`src/rtl/instruction_memory.sv`:
```
// Small program store for the fetch stage: combinational read, synchronous patch port,
// and an asynchronous reset that reloads the built-in default program.
`timescale 1ns/1ps

module instruction_memory #(
    parameter int ADDR_WIDTH = 4,
    parameter int DATA_WIDTH = 8
) (
    input  logic                  clk,
    input  logic                  reset,
    input  logic [ADDR_WIDTH-1:0] address,
    output logic [DATA_WIDTH-1:0] instruct,
    input  logic                  we,
    input  logic [ADDR_WIDTH-1:0] wr_addr,
    input  logic [DATA_WIDTH-1:0] wr_data
);

    localparam int DEPTH = 2 ** ADDR_WIDTH;

    logic [DATA_WIDTH-1:0] mem [DEPTH];

    // Built-in boot program; the unused middle is NOPs and the top word halts the core.
    function automatic logic [DATA_WIDTH-1:0] default_word(input logic [ADDR_WIDTH-1:0] a);
        logic [DATA_WIDTH-1:0] w;
        w = '0;
        if (a == {ADDR_WIDTH{1'b1}}) begin
            w = {DATA_WIDTH{1'b1}};
        end else begin
            case (a)
                ADDR_WIDTH'(0): w = DATA_WIDTH'(8'h11);
                ADDR_WIDTH'(1): w = DATA_WIDTH'(8'h26);
                ADDR_WIDTH'(2): w = DATA_WIDTH'(8'h39);
                ADDR_WIDTH'(3): w = DATA_WIDTH'(8'h4E);
                ADDR_WIDTH'(4): w = DATA_WIDTH'(8'h52);
                ADDR_WIDTH'(5): w = DATA_WIDTH'(8'h67);
                ADDR_WIDTH'(6): w = DATA_WIDTH'(8'h7B);
                default:        w = '0;
            endcase
        end
        return w;
    endfunction

    always_ff @(posedge clk or posedge reset) begin
        if (reset) begin
            for (int i = 0; i < DEPTH; i++) begin
                mem[i] <= default_word(ADDR_WIDTH'(i));
            end
        end else if (we) begin
            mem[wr_addr] <= wr_data;
        end
    end

    // While reset is held the default image is presented directly, so the read is
    // correct from the instant reset rises and no stale write can leak through.
    always_comb begin
        instruct = mem[address];
        if (reset) begin
            instruct = default_word(address);
        end
    end

endmodule

```
`config.mk`:
```
export PLATFORM = sky130hd
export DESIGN_NAME = instruction_memory
export DESIGN_NICKNAME = d
export VERILOG_FILES = /design/src/rtl/instruction_memory.sv
export SDC_FILE = /design/constraint.sdc
export NUM_CORES = 1
export LEC_CHECK = 0
export ABC_AREA = 1
export ABC_CLOCK_PERIOD_IN_PS = 5400
export CAP_MARGIN = 20
export CORE_MARGIN = 5
export CORE_UTILIZATION = 55
export DETAILED_ROUTE_END_ITERATION = 7
export PLACE_DENSITY = 0.86
export SYNTH_ARGS = -nofsm -noshare
export SYNTH_HDL_FRONTEND = slang
export SYNTH_SLANG_ARGS = --single-unit
```
`constraint.sdc`:
```
create_clock -name clk -period 5.4 [get_ports clk]
set_input_delay 1.08 -clock clk [delete_from_list [all_inputs] [get_ports clk]]
set_output_delay 1.08 -clock clk [all_outputs]
set_load 0.01 [all_outputs]
```
## Word level (Yosys, flattened, before mapping)

Cells that the tools add are included.

- Muxes and demuxes: 9
- Magnitude comparators: 3
- Add/sub/neg operators: 0
- Equality and inequality tests: 7
- Div/mod/pow operators: 0
- Shift-type cells: 0
- $mul: 0
- Bitwise logic cells: 2
- Reductions and logical operators: 2

Operator list:

| kind | count |
|---|---|
| bitwise mux 128 bit | 1 |
| case mux 7 bit (7 select lines) | 1 |
| two-way mux 8 bit | 5 |
| binary-select mux 8 bit (select 4 bit) | 1 |
| demux 8 bit (select 4 bit) | 1 |
| equality test 4 x 3 -> 1 bit, second input constant | 3 |
| greater-or-equal comparator 5 bit, second input constant | 2 |
| inverter 4 -> 5 bit | 2 |
| equality test 4 x 2 -> 1 bit, second input constant | 2 |
| < comparator 5 x 1 -> 1 bit, second input constant | 1 |
| equality test 4 x 1 -> 1 bit, second input constant | 1 |
| equality test 4 bit, second input constant | 1 |
| zero test 4 bit | 1 |
| logical AND 1 bit | 1 |

- Output and inout bits: 8
- Logic and storage cells: 39
- Bits in writable memories: 0
- Bits of input ports: 19
- ROM bits: 0
- Latch bits: 0
- Memories kept: 0
- Register bits: 128

## Logic depth before layout (Yosys ltp)

- Word-level depth: 6
- Mapped depth: 11
- Gate-level depth less buffers: 9

## Worst setup path before layout

Ideal clock, no wire load.

- Kind: input-to-output
- Start: input reset
- End: output instruct[0]
- Required time: 4.320 ns
- Path buffers: 0
- Data arrival time: 4.670 ns
- Stages: 4
- Setup slack: -0.350 ns
- Cell sequence: clkinv_1 > nand2_1 > nor2_1 > nor2_1

- Longest elaborated chain between the ends: 1

Ends and longest elaborated chain:

| item | line | RTL |
|---|---|---|
| from (decl) | 10 | `input logic reset,` |
| two-way mux 8 bit | 57 | `if (reset) begin` |
| to (decl) | 12 | `output logic [DATA_WIDTH-1:0] instruct,` |

No other way between the ends.

## Worst setup path after layout

- Start: input address[1]
- End: output instruct[7]

- Longest elaborated chain between the ends: 5
- Elaborated cells on any way between the ends: 7
- Those cells by class: 1 x eq/ne; 5 x mux; 1 x bitwise

Ends and longest elaborated chain:

| item | line | RTL |
|---|---|---|
| from (decl) | 11 | `input logic [ADDR_WIDTH-1:0] address,` |
| inverter 4 -> 5 bit (not written as such) | 56 | `instruct = mem[address];` |
| binary-select mux 8 bit (select 4 bit) | 56 |  |
| two-way mux 8 bit (not written as such) (2 in series) | 56 |  |
| two-way mux 8 bit * | 57 |  |

Mark *: on every way between the ends. The rest lies on a longest branch, timed or not. The select of a mux whose other input is x is not followed.

==> reports/metrics.csv <==
metric;value;unit
LEAKAGE;3.49;nW
Worst slew margin;0.448;
Routed Antenna Nets;0;
Synth Area in Simple Gates;0.315;
WP data arrival;3370;ps
most flop-heavy register;mem;
Post-Synth Adder-Cell Area;0;
Iter 0 DRT Violations;1085;
placed cell area;6510;sq um
die height;117;um
Crit Path Class;in2out;
DP Worst Slack;1040;ps
Ports;27;
clk sinks;128;
worst skew pair latency;410;ps
fmax;224;MHz
Power Density;423;nW/um^2
min cycle time layout;4450;ps
max cap viols;0;
Async SR Flop Fraction;1.00;
#FFs+latches synth;128;
compound-cell area share of the yosys netlist;0.108;
htree depth;4;
synth warn;0;
Critical Path RT;4320;ps
Syn-to-layout area delta;13.9;%
core footprint;11300;sq um
Setup WS post-layout;945;ps
CTS tree;built;
post-synth top area cell;dfrtp_1;
layout cells sized above 1;0.100;
slowest CP cell;clkdlybuf4s50_1;
Clock Path Buffers;2;
Wirelength per Cell;16.8;um
CTS Buf Count;17;
multiplexer share of the synthesized area;0;
width of the die;117;um
root buf cell;clkbuf_16;
Post-synth top cells;nand2_1 (400), o21ai_0 (116), dfrtp_1 (93);
Post-Syn Nets;846;
VDD IR max;0.000265;V
main combinational cell family by area after synthesis;simple AND/OR/NAND/NOR gates;
Post-Synthesis Cell Area;6280;sq um
Remaining DRCs;0;
CP Cell Sequence;clkdlybuf4s50_1 -> buf_4 -> nand2_1 -> clkinv_1 -> nand2_1 -> nand4_1 -> nand2_1 -> nand2_1 -> nor2_1 -> nor2_1 -> clkdlybuf4s50_1;
row count;39;
RSZ-0062 raised after global routing;no;
worst-path maximum fanout;23;
final wirelength;16600;um
top flop regs;mem x128;
largest net degree at the start of global routing;61;
setup repair bufs after CTS;0;
clk slew on worst S/H paths;50;ps
setup TNS;0;ps
initial core utilization;0.554;
All-Layer GR Usage;0.260;
critical path endpoint category;output pin;
max reg flops;128;
sequential fraction of the synthesis area;0.517;
Startpoint Class;input port;
DR pass1 iterations;6;
Syn Area/Cell;7.59;sq um
Slew @ Worst Pin;823;ps
vias in the first global route;5496;
design area;7150;sq um
final hold vios;0;
Nets;852;
Clock Skew;0;ps
post-synthesis instance total;827;
dpl hpwl;9870;um
Final period util;0.825;
final setup fails;0;
wire length of the first global-routing pass;27300;um
initial antenna violation count;0;
status;finished clean;
Synth cell types;23;
GPL Wtd Cong;0.936;
Synth Area in XOR/XNOR;0;
via count;5730;
max incr delay on CP;540;ps
Buffers on Ports;26;
top post-synthesis cells by area;dfrtp_1 (37%), nand2_1 (24%), dfstp_2 (15%);
Final Max Tran Viols;0;
EDFF count, synth;0;
Die ar.;13600;sq um
CTS Hold Buffers Added;0;
diodes inserted;0;
Most used DFF post-synth;dfrtp_1;
remaining global-route overflow;0;
Top cell by count, worst path;nand2_1;
DR vias/cell;5.79;
Post-CTS Resized;0;
Worst Hold Class;reg2reg;
top-count cell post-synth;nand2_1;
share of the synthesized area in the top cell type;0.371;
==> report_power, final <==
part,total (mW),switching (mW),internal [mW]
Combinational,0.477,0.298,0.178
Sequential,1.32,0.115,1.20
Clock,1.23,0.411,0.821
Total,3.02,0.825,2.20
==> through the flow <==
step	hold WS (ps)	total power, mW	cells	util
floorplan	453	1.63	827	-
global placement	465	1.75	957	0.575
detailed placement	473	1.78	957	0.575
CTS	485	3.01	989	0.632
global route	502	3.16	989	0.632
finish	483	3.02	989	0.632
==> area by class of cell <==
cell class	count	area [sq um]
fillers	911	4170
flip-flops and latches	128	3250
multi-input cells	623	2650
clock buffers	23	488
repair buffers	35	323
well taps	143	179
clock inverters	9	154
inverters	28	108
==> final timing paths <==
| check | to | cells after the start | start | slack [ps] |
|---|---|---|---|---|
| hold / removal | mem[119] | 2 | mem[119] | 480 |
| setup reg to reg | mem[80] | 2 | mem[80] | 4530 |
| max in group asynchronous | mem[97] | 3 | reset | 3400 |
| setup / recovery | instruct[7] | 11 | address[1] | 950 |
| hold reg to reg | mem[119] | 2 | mem[119] | 480 |
| min in group asynchronous | mem[58] | 2 | reset | 1150 |
==> critical path, delay by kind of cell <==
kind | cells | cell delay (ps)
buffers and inverters | 4 | 1620
AND/OR/NAND/NOR | 7 | 670
==> logic make-up (layout without fill, tap and decap cells) <==
group	count (synthesis)	count (layout)
buffers and inverters	76	95
AO/OA/AOI/OAI	134	134
flip-flops	128	128
AND/OR/NAND/NOR	489	489
==> metal layers <==
layer / part of all wire / vias up / GRT usage
met5: 0 / - / 0
met4: 0.043 / 0 / 0.129
met3: 0.11 / 71 / 0.0607
met2: 0.45 / 353 / 0.402
met1: 0.40 / 2657 / 0.344
li1: - / 2649 / -
==> placed cells by master (no fill, tap or decap), drive strengths merged <==
cell           instances
a211oi                 2
a21oi                 14
a31oi                  2
buf                   10
bufinv                 4
clkbuf                23
clkdlybuf4s50         25
clkinv                 6
clkinvlp               2
dfrtp                 93
dfstp                 35
inv                   25
nand2                400
nand3                 36
nand4                  9
nor2                  39
nor3                   3
nor4                   2
o21ai                116
No activity file was read; power rests on OpenSTA's default activity.
